`config.mk`:
```
export PLATFORM = sky130hd
export DESIGN_NAME = cpu_ctrl_fsm_flat
export DESIGN_NICKNAME = d
export VERILOG_FILES = /design/src/rtl/cpu_ctrl_if.sv /design/src/rtl/cpu_ctrl_fsm.sv /design/src/flat_wrapper.sv
export SDC_FILE = /design/constraint.sdc
export NUM_CORES = 1
export LEC_CHECK = 0
export CAP_MARGIN = 30
export CORE_MARGIN = 3
export CORE_UTILIZATION = 39
export DETAILED_ROUTE_END_ITERATION = 10
export PLACE_DENSITY = 0.95
export SLEW_MARGIN = 30
export SYNTH_ARGS = -nofsm -noshare
export SYNTH_HDL_FRONTEND = slang
export SYNTH_SLANG_ARGS = --single-unit
```
`constraint.sdc`:
```
create_clock -name clk -period 2.1 [get_ports clk]
set_input_delay 0.315 -clock clk [delete_from_list [all_inputs] [get_ports clk]]
set_output_delay 0.315 -clock clk [all_outputs]
set_load 0.02 [all_outputs]
```
`src/rtl/cpu_ctrl_if.sv`:
```
`default_nettype none
// ============================================================================
// Module   : cpu_ctrl_if
// Brief    : Control bundle between cpu_ctrl_fsm and the CR16-style datapath.
// Revision : 1.0  initial release
// ============================================================================
interface cpu_ctrl_if #(
  parameter int NREGS = 16,
  parameter int PSR_W = 5
);
  logic             run;
  logic [3:0]       op_hi;
  logic [3:0]       op_ext;
  logic [3:0]       rdst_f;
  logic [PSR_W-1:0] alu_flags;
  logic             ir_en;
  logic             pc_en;
  logic             branch;
  logic             jump;
  logic             imm_sel;
  logic             addr_sel;
  logic             bus_sel;
  logic             mem_we;
  logic [NREGS-1:0] reg_en;
  logic [PSR_W-1:0] psr;
  logic             illegal;
  logic [2:0]       state;

  modport master (
    input  run, op_hi, op_ext, rdst_f, alu_flags,
    output ir_en, pc_en, branch, jump, imm_sel, addr_sel, bus_sel,
           mem_we, reg_en, psr, illegal, state
  );

  modport slave (
    output run, op_hi, op_ext, rdst_f, alu_flags,
    input  ir_en, pc_en, branch, jump, imm_sel, addr_sel, bus_sel,
           mem_we, reg_en, psr, illegal, state
  );
endinterface
`default_nettype wire

```
`src/rtl/cpu_ctrl_fsm.sv`:
```
`default_nettype none
// ============================================================================
// Module   : cpu_ctrl_fsm
// Brief    : Multi-cycle fetch/decode/execute/write-back control unit with PSR.
// Revision : 1.0  initial release
// ============================================================================
module cpu_ctrl_fsm #(
  parameter int NREGS = 16,
  parameter int PSR_W = 5
) (
  input  wire logic    clk,
  input  wire logic    rst,
  cpu_ctrl_if.master   ctrl
);

  localparam logic [2:0] S_FETCH  = 3'd0;
  localparam logic [2:0] S_DECODE = 3'd1;
  localparam logic [2:0] S_EXEC   = 3'd2;
  localparam logic [2:0] S_LDWB   = 3'd3;

  logic [2:0]       r_state;
  logic [PSR_W-1:0] r_psr;

  logic [2:0]       w_next;
  logic             w_ir_en;
  logic             w_pc_en;
  logic             w_branch;
  logic             w_jump;
  logic             w_imm_sel;
  logic             w_addr_sel;
  logic             w_bus_sel;
  logic             w_mem_we;
  logic             w_illegal;
  logic             w_psr_we;
  logic [NREGS-1:0] w_reg_en;
  logic [NREGS-1:0] w_onehot;
  logic             w_cond;

  assign w_onehot = {{(NREGS-1){1'b0}}, 1'b1} << ctrl.rdst_f;

  // Condition codes read the latched PSR so a branch sees the preceding CMP.
  always_comb begin
    w_cond = 1'b0;
    case (ctrl.rdst_f)
      4'b0000: w_cond =  r_psr[1];
      4'b0001: w_cond = ~r_psr[1];
      4'b0010: w_cond =  r_psr[4];
      4'b0011: w_cond = ~r_psr[4];
      4'b0100: w_cond =  r_psr[3];
      4'b0101: w_cond = ~r_psr[3];
      4'b0110: w_cond =  r_psr[0];
      4'b0111: w_cond = ~r_psr[0];
      4'b1000: w_cond =  r_psr[2];
      4'b1001: w_cond = ~r_psr[2];
      4'b1010: w_cond = ~r_psr[3] & ~r_psr[1];
      4'b1011: w_cond =  r_psr[3] |  r_psr[1];
      4'b1100: w_cond = ~r_psr[0] & ~r_psr[1];
      4'b1101: w_cond =  r_psr[0] |  r_psr[1];
      4'b1110: w_cond = 1'b1;
      default: w_cond = 1'b0;
    endcase
  end

  always_comb begin
    w_next     = r_state;
    w_ir_en    = 1'b0;
    w_pc_en    = 1'b0;
    w_branch   = 1'b0;
    w_jump     = 1'b0;
    w_imm_sel  = 1'b0;
    w_addr_sel = 1'b0;
    w_bus_sel  = 1'b0;
    w_mem_we   = 1'b0;
    w_illegal  = 1'b0;
    w_psr_we   = 1'b0;
    w_reg_en   = '0;
    if (!rst) begin
      // While reset is asserted present FETCH outputs so no strobe escapes.
      w_addr_sel = 1'b1;
    end else begin
      case (r_state)
        S_FETCH: begin
          w_addr_sel = 1'b1;
          if (ctrl.run) w_next = S_DECODE;
        end
        S_DECODE: begin
          w_addr_sel = 1'b1;
          w_ir_en    = 1'b1;
          w_next     = S_EXEC;
        end
        S_EXEC: begin
          w_next = S_FETCH;
          if (ctrl.op_hi == 4'b0100) begin
            case (ctrl.op_ext)
              4'b0000: w_next = S_LDWB;
              4'b0100: begin
                w_mem_we = 1'b1;
                w_pc_en  = 1'b1;
              end
              4'b1100: begin
                w_pc_en = 1'b1;
                w_jump  = w_cond;
              end
              default: begin
                w_pc_en   = 1'b1;
                w_illegal = 1'b1;
              end
            endcase
          end else begin
            case (ctrl.op_hi)
              4'b0000, 4'b0001, 4'b0010, 4'b0011, 4'b0101,
              4'b1001, 4'b1011, 4'b1101, 4'b1111: begin
                w_reg_en  = w_onehot;
                w_psr_we  = 1'b1;
                w_pc_en   = 1'b1;
                w_imm_sel = (ctrl.op_hi != 4'b0000);
              end
              4'b1000: begin
                w_reg_en  = w_onehot;
                w_psr_we  = 1'b1;
                w_pc_en   = 1'b1;
                w_imm_sel = (ctrl.op_ext[3:1] == 3'b000);
              end
              4'b1100: begin
                w_pc_en  = 1'b1;
                w_branch = w_cond;
              end
              default: begin
                w_pc_en   = 1'b1;
                w_illegal = 1'b1;
              end
            endcase
          end
        end
        S_LDWB: begin
          w_bus_sel = 1'b1;
          w_reg_en  = w_onehot;
          w_pc_en   = 1'b1;
          w_next    = S_FETCH;
        end
        default: w_next = S_FETCH;
      endcase
    end
  end

  always_ff @(posedge clk) begin
    if (!rst) begin
      r_state <= S_FETCH;
      r_psr   <= '0;
    end else begin
      r_state <= w_next;
      if (w_psr_we) r_psr <= ctrl.alu_flags;
    end
  end

  assign ctrl.ir_en    = w_ir_en;
  assign ctrl.pc_en    = w_pc_en;
  assign ctrl.branch   = w_branch;
  assign ctrl.jump     = w_jump;
  assign ctrl.imm_sel  = w_imm_sel;
  assign ctrl.addr_sel = w_addr_sel;
  assign ctrl.bus_sel  = w_bus_sel;
  assign ctrl.mem_we   = w_mem_we;
  assign ctrl.reg_en   = w_reg_en;
  assign ctrl.illegal  = w_illegal;
  assign ctrl.psr      = r_psr;
  assign ctrl.state    = r_state;

endmodule
`default_nettype wire

```
`src/flat_wrapper.sv`:
```
// flat-port wrapper written by rule: the top's interface ports become plain ports
module cpu_ctrl_fsm_flat 
#(
  parameter int NREGS = 16,
  parameter int PSR_W = 5
)
  (clk, rst, ctrl_run, ctrl_op_hi, ctrl_op_ext, ctrl_rdst_f, ctrl_alu_flags, ctrl_ir_en, ctrl_pc_en, ctrl_branch, ctrl_jump, ctrl_imm_sel, ctrl_addr_sel, ctrl_bus_sel, ctrl_mem_we, ctrl_reg_en, ctrl_psr, ctrl_illegal, ctrl_state);
  cpu_ctrl_if #(.NREGS(NREGS), .PSR_W(PSR_W)) ctrl_i ();
  input  wire logic clk;
  input  wire logic rst;
  input wire logic [$bits(ctrl_i.run)-1:0] ctrl_run;
  input wire logic [$bits(ctrl_i.op_hi)-1:0] ctrl_op_hi;
  input wire logic [$bits(ctrl_i.op_ext)-1:0] ctrl_op_ext;
  input wire logic [$bits(ctrl_i.rdst_f)-1:0] ctrl_rdst_f;
  input wire logic [$bits(ctrl_i.alu_flags)-1:0] ctrl_alu_flags;
  output wire logic [$bits(ctrl_i.ir_en)-1:0] ctrl_ir_en;
  output wire logic [$bits(ctrl_i.pc_en)-1:0] ctrl_pc_en;
  output wire logic [$bits(ctrl_i.branch)-1:0] ctrl_branch;
  output wire logic [$bits(ctrl_i.jump)-1:0] ctrl_jump;
  output wire logic [$bits(ctrl_i.imm_sel)-1:0] ctrl_imm_sel;
  output wire logic [$bits(ctrl_i.addr_sel)-1:0] ctrl_addr_sel;
  output wire logic [$bits(ctrl_i.bus_sel)-1:0] ctrl_bus_sel;
  output wire logic [$bits(ctrl_i.mem_we)-1:0] ctrl_mem_we;
  output wire logic [$bits(ctrl_i.reg_en)-1:0] ctrl_reg_en;
  output wire logic [$bits(ctrl_i.psr)-1:0] ctrl_psr;
  output wire logic [$bits(ctrl_i.illegal)-1:0] ctrl_illegal;
  output wire logic [$bits(ctrl_i.state)-1:0] ctrl_state;
  assign ctrl_i.run = ctrl_run;
  assign ctrl_i.op_hi = ctrl_op_hi;
  assign ctrl_i.op_ext = ctrl_op_ext;
  assign ctrl_i.rdst_f = ctrl_rdst_f;
  assign ctrl_i.alu_flags = ctrl_alu_flags;
  assign ctrl_ir_en = ctrl_i.ir_en;
  assign ctrl_pc_en = ctrl_i.pc_en;
  assign ctrl_branch = ctrl_i.branch;
  assign ctrl_jump = ctrl_i.jump;
  assign ctrl_imm_sel = ctrl_i.imm_sel;
  assign ctrl_addr_sel = ctrl_i.addr_sel;
  assign ctrl_bus_sel = ctrl_i.bus_sel;
  assign ctrl_mem_we = ctrl_i.mem_we;
  assign ctrl_reg_en = ctrl_i.reg_en;
  assign ctrl_psr = ctrl_i.psr;
  assign ctrl_illegal = ctrl_i.illegal;
  assign ctrl_state = ctrl_i.state;
  cpu_ctrl_fsm #(.NREGS(NREGS), .PSR_W(PSR_W)) u_core (.clk(clk), .rst(rst), .ctrl(ctrl_i));
endmodule
```
==> summary.txt <==
Cell Area, Synth -> 825 um2
Avg Inst Size Synth -> 7.43 um2
Post-Synthesis Cells -> 111
Worst Hold Launch -> u_core.ctrl.psr[0]
largest net degree at the start of global routing -> 11
worst skew pair latency -> 0.24 ns
Synth top cells by count -> 28 x nor2_1, 12 x nor2b_1, 7 x dfxtp_1
sequential-to-total area share from yosys stat -> 17.0%
Setup CP Type -> primary input to output pin
post-synth cell types -> 44
TritonCTS clock tree -> yes
hold path depth -> 2
Filler Cell Count -> 127
CTS buffer count -> 3
Max clock buf depth -> 2
CP max stage delay -> 0.38 ns
CTS H-tree depth -> 1
postcts setup bufs -> 0
Die W -> 52.0 um
dpl cell area -> 1560 um2
number of inserted diodes -> 0
vias in the first global route -> 1125
initial antenna violation count -> 0
IO buf count -> 51
Sink Count -> 7
Crit Path Max Fanout -> 7
Layout Cells excl Fill -> 218
Reg clk slew, reported paths -> 0.05 ns
# rows -> 16
Hold Fails Final Rpt -> 0
first-pass GRT wire length -> 5060 um
Synth area leaders -> dfxtp_1 17%, nor2_1 13%, nor2b_1 9.1%
cell with the most instances after synthesis -> nor2_1
Synth area leader -> dfxtp_1
layout cells sized above 1 -> 38.7%
via count -> 1204
Layout area overhead -> 92.6%
Avg Vias per Cell -> 5.52
crit share post-route -> 101%
Initial Util -> 41.6%
violated checks -> setup timing
crit path DAT -> 1.80 ns
NumNets Final -> 212
crit-path cells -> dlygate4sd2_1, nor3b_1, o21bai_1, a21o_1, a311oi_2, buf_4
dpl cells -> 214
post-synthesis net count -> 131
Req. time, crit path -> 1.78 ns
Die Area -> 2700 um2
Wirelength per Cell -> 15.9 um
min setup slack post-route -> -0.0110 ns
crit path launch -> ctrl_rdst_f[0]
status -> finished, violations left
prevailing post-synth register cell -> dfxtp_1
Routed Antenna Nets -> 0
Synth top area share -> 17.0%
Max VDD drop -> 438 uV
PD cells -> 287 nW/um2
fmax -> 474 MHz
# hold bufs at CTS -> 0
multi-input logic area -> 691 um2
Register Area -> 140 um2
DRC Markers -> 0
root buffer cell -> clkbuf_4
hold crit path type -> register to register
Detail Placement HPWL -> 2570 um
Max Clock Skew -> 0.00436 ns
total detailed-routing wirelength -> 3470 um
Seq cells post-synth -> 7
Post-Layout Inst Area -> 1590 um2
max-slew violations -> 0
post-layout min period -> 2.11 ns
element type at the critical path end -> output pin
Starting DRT DRC Count -> 65
Startpoint Class -> primary input
final setup fails -> 1
Congestion Overflow GR -> 0
post-synthesis async set-or-reset flop share -> 0%
Post-synth EDFFs -> 0
r2r worst-path depth -> 6
LEAKAGE -> 0.000738 uW
I/O pins -> 53
Initial DRT Pass Iterations -> 5
Synth warnings -> 0
GPL Wtd Cong -> 0.950
core footprint -> 1980 um2
slowest CP cell -> dlygate4sd2_1
Die Y -> 52.0 um
gr usage total -> 24.4%
worst flop-to-flop path startpoint -> u_core.ctrl.state[0]
maxcap violations -> 0
==> kinds of logic (layout without fill, tap and decap cells) <==
logic type	count (synthesis)	in the layout	synth area share, %
and+or+nand+nor	60	60	38.4
AOI/OAI and AO/OA	27	27	29.1
buffers and inverters	9	89	6.68
DFF	7	7	17.0
muxes	6	6	7.28
other	1	1	0.455
xor gates and xnor gates	1	1	1.06
==> per-layer routing <==
| metal | track usage (%) | wire (um) | vias up |
|---|---|---|---|
| li1 | - | - | 558 |
| met1 | 26.8 | 1310 | 566 |
| met2 | 47.1 | 1790 | 66 |
| met3 | 4.58 | 249 | 14 |
| met4 | 6.11 | 116 | 0 |
| met5 | 0 | 0 | - |
==> path summary, 6_finish.rpt <==
kind	to	slack, ns
max reg2reg	u_core.ctrl.psr[2]	0.78
min reg2reg	u_core.ctrl.psr[0]	0.60
min	u_core.ctrl.psr[0]	0.60
max	ctrl_jump	-0.01
==> state kept, by name, summed over array words and instances (netlist names) <==
name and count:
u_core.ctrl.psr 5, u_core.ctrl.state 2
==> area by class of cell <==
type	instances	area share, %
Tap cell	27	2.13
Sequential cell	7	8.83
Clock buffer	4	1.65
Multi-Input combinational cell	95	43.5
Timing Repair Buffer	83	43.4
Inverter	2	0.473
==> power by group <==
group / leakage [uW] / switching, uW / total (uW) / internal, uW
clock network: 0.0000150 / 43.5 / 116 / 72.1
logic: 0.000666 / 96.6 / 199 / 103
registers: 0.0000568 / 3.71 / 141 / 137
total: 0.000738 / 144 / 456 / 312
==> placed cells by master (no fill, tap or decap), drive strengths merged, types with 3 or more instances in the layout <==
cell type and count:
buf 49, nor2 28, clkdlybuf4s50 20, nor2b 12, dfxtp 7, mux2i 6, clkbuf 6, dlymetal6s2s 5
o21ai 5, dlygate4sd2 4, nand2 4, nand2b 3, nor3b 3, a31oi 3, a21oi 3, clkdlybuf4s15 3
==> what timing repair did <==
action                                  CTS  global route
gates resized for setup                  88            22
pin swaps                                 3             3
endpoints found under the setup margin   23            19
hold endpoints to repair                  0             0
==> worst max-delay path: cells and delay by family <==
kind / cells / cell delay [ns]
AND/OR/NAND/NOR: 1 / 0.36
AO/OA/AOI/OAI: 3 / 0.54
buffers and inverters: 2 / 0.57
==> metrics by stage <==
step	setup WS (ns)	utilization (%)	hold slack (ns)	setup TNS [ns]	power, uW
floorplan	0.279	-	0.481	0	225
global placement	-0.509	78.8	0.581	-7.68	320
detailed placement	-0.591	78.8	0.595	-8.64	327
CTS	-0.0155	79.5	0.602	-0.0155	448
global route	-0.0681	80.1	0.623	-0.130	481
finish	-0.0110	80.1	0.601	-0.0110	456
Note: power is estimated with default switching activity, not from simulation.
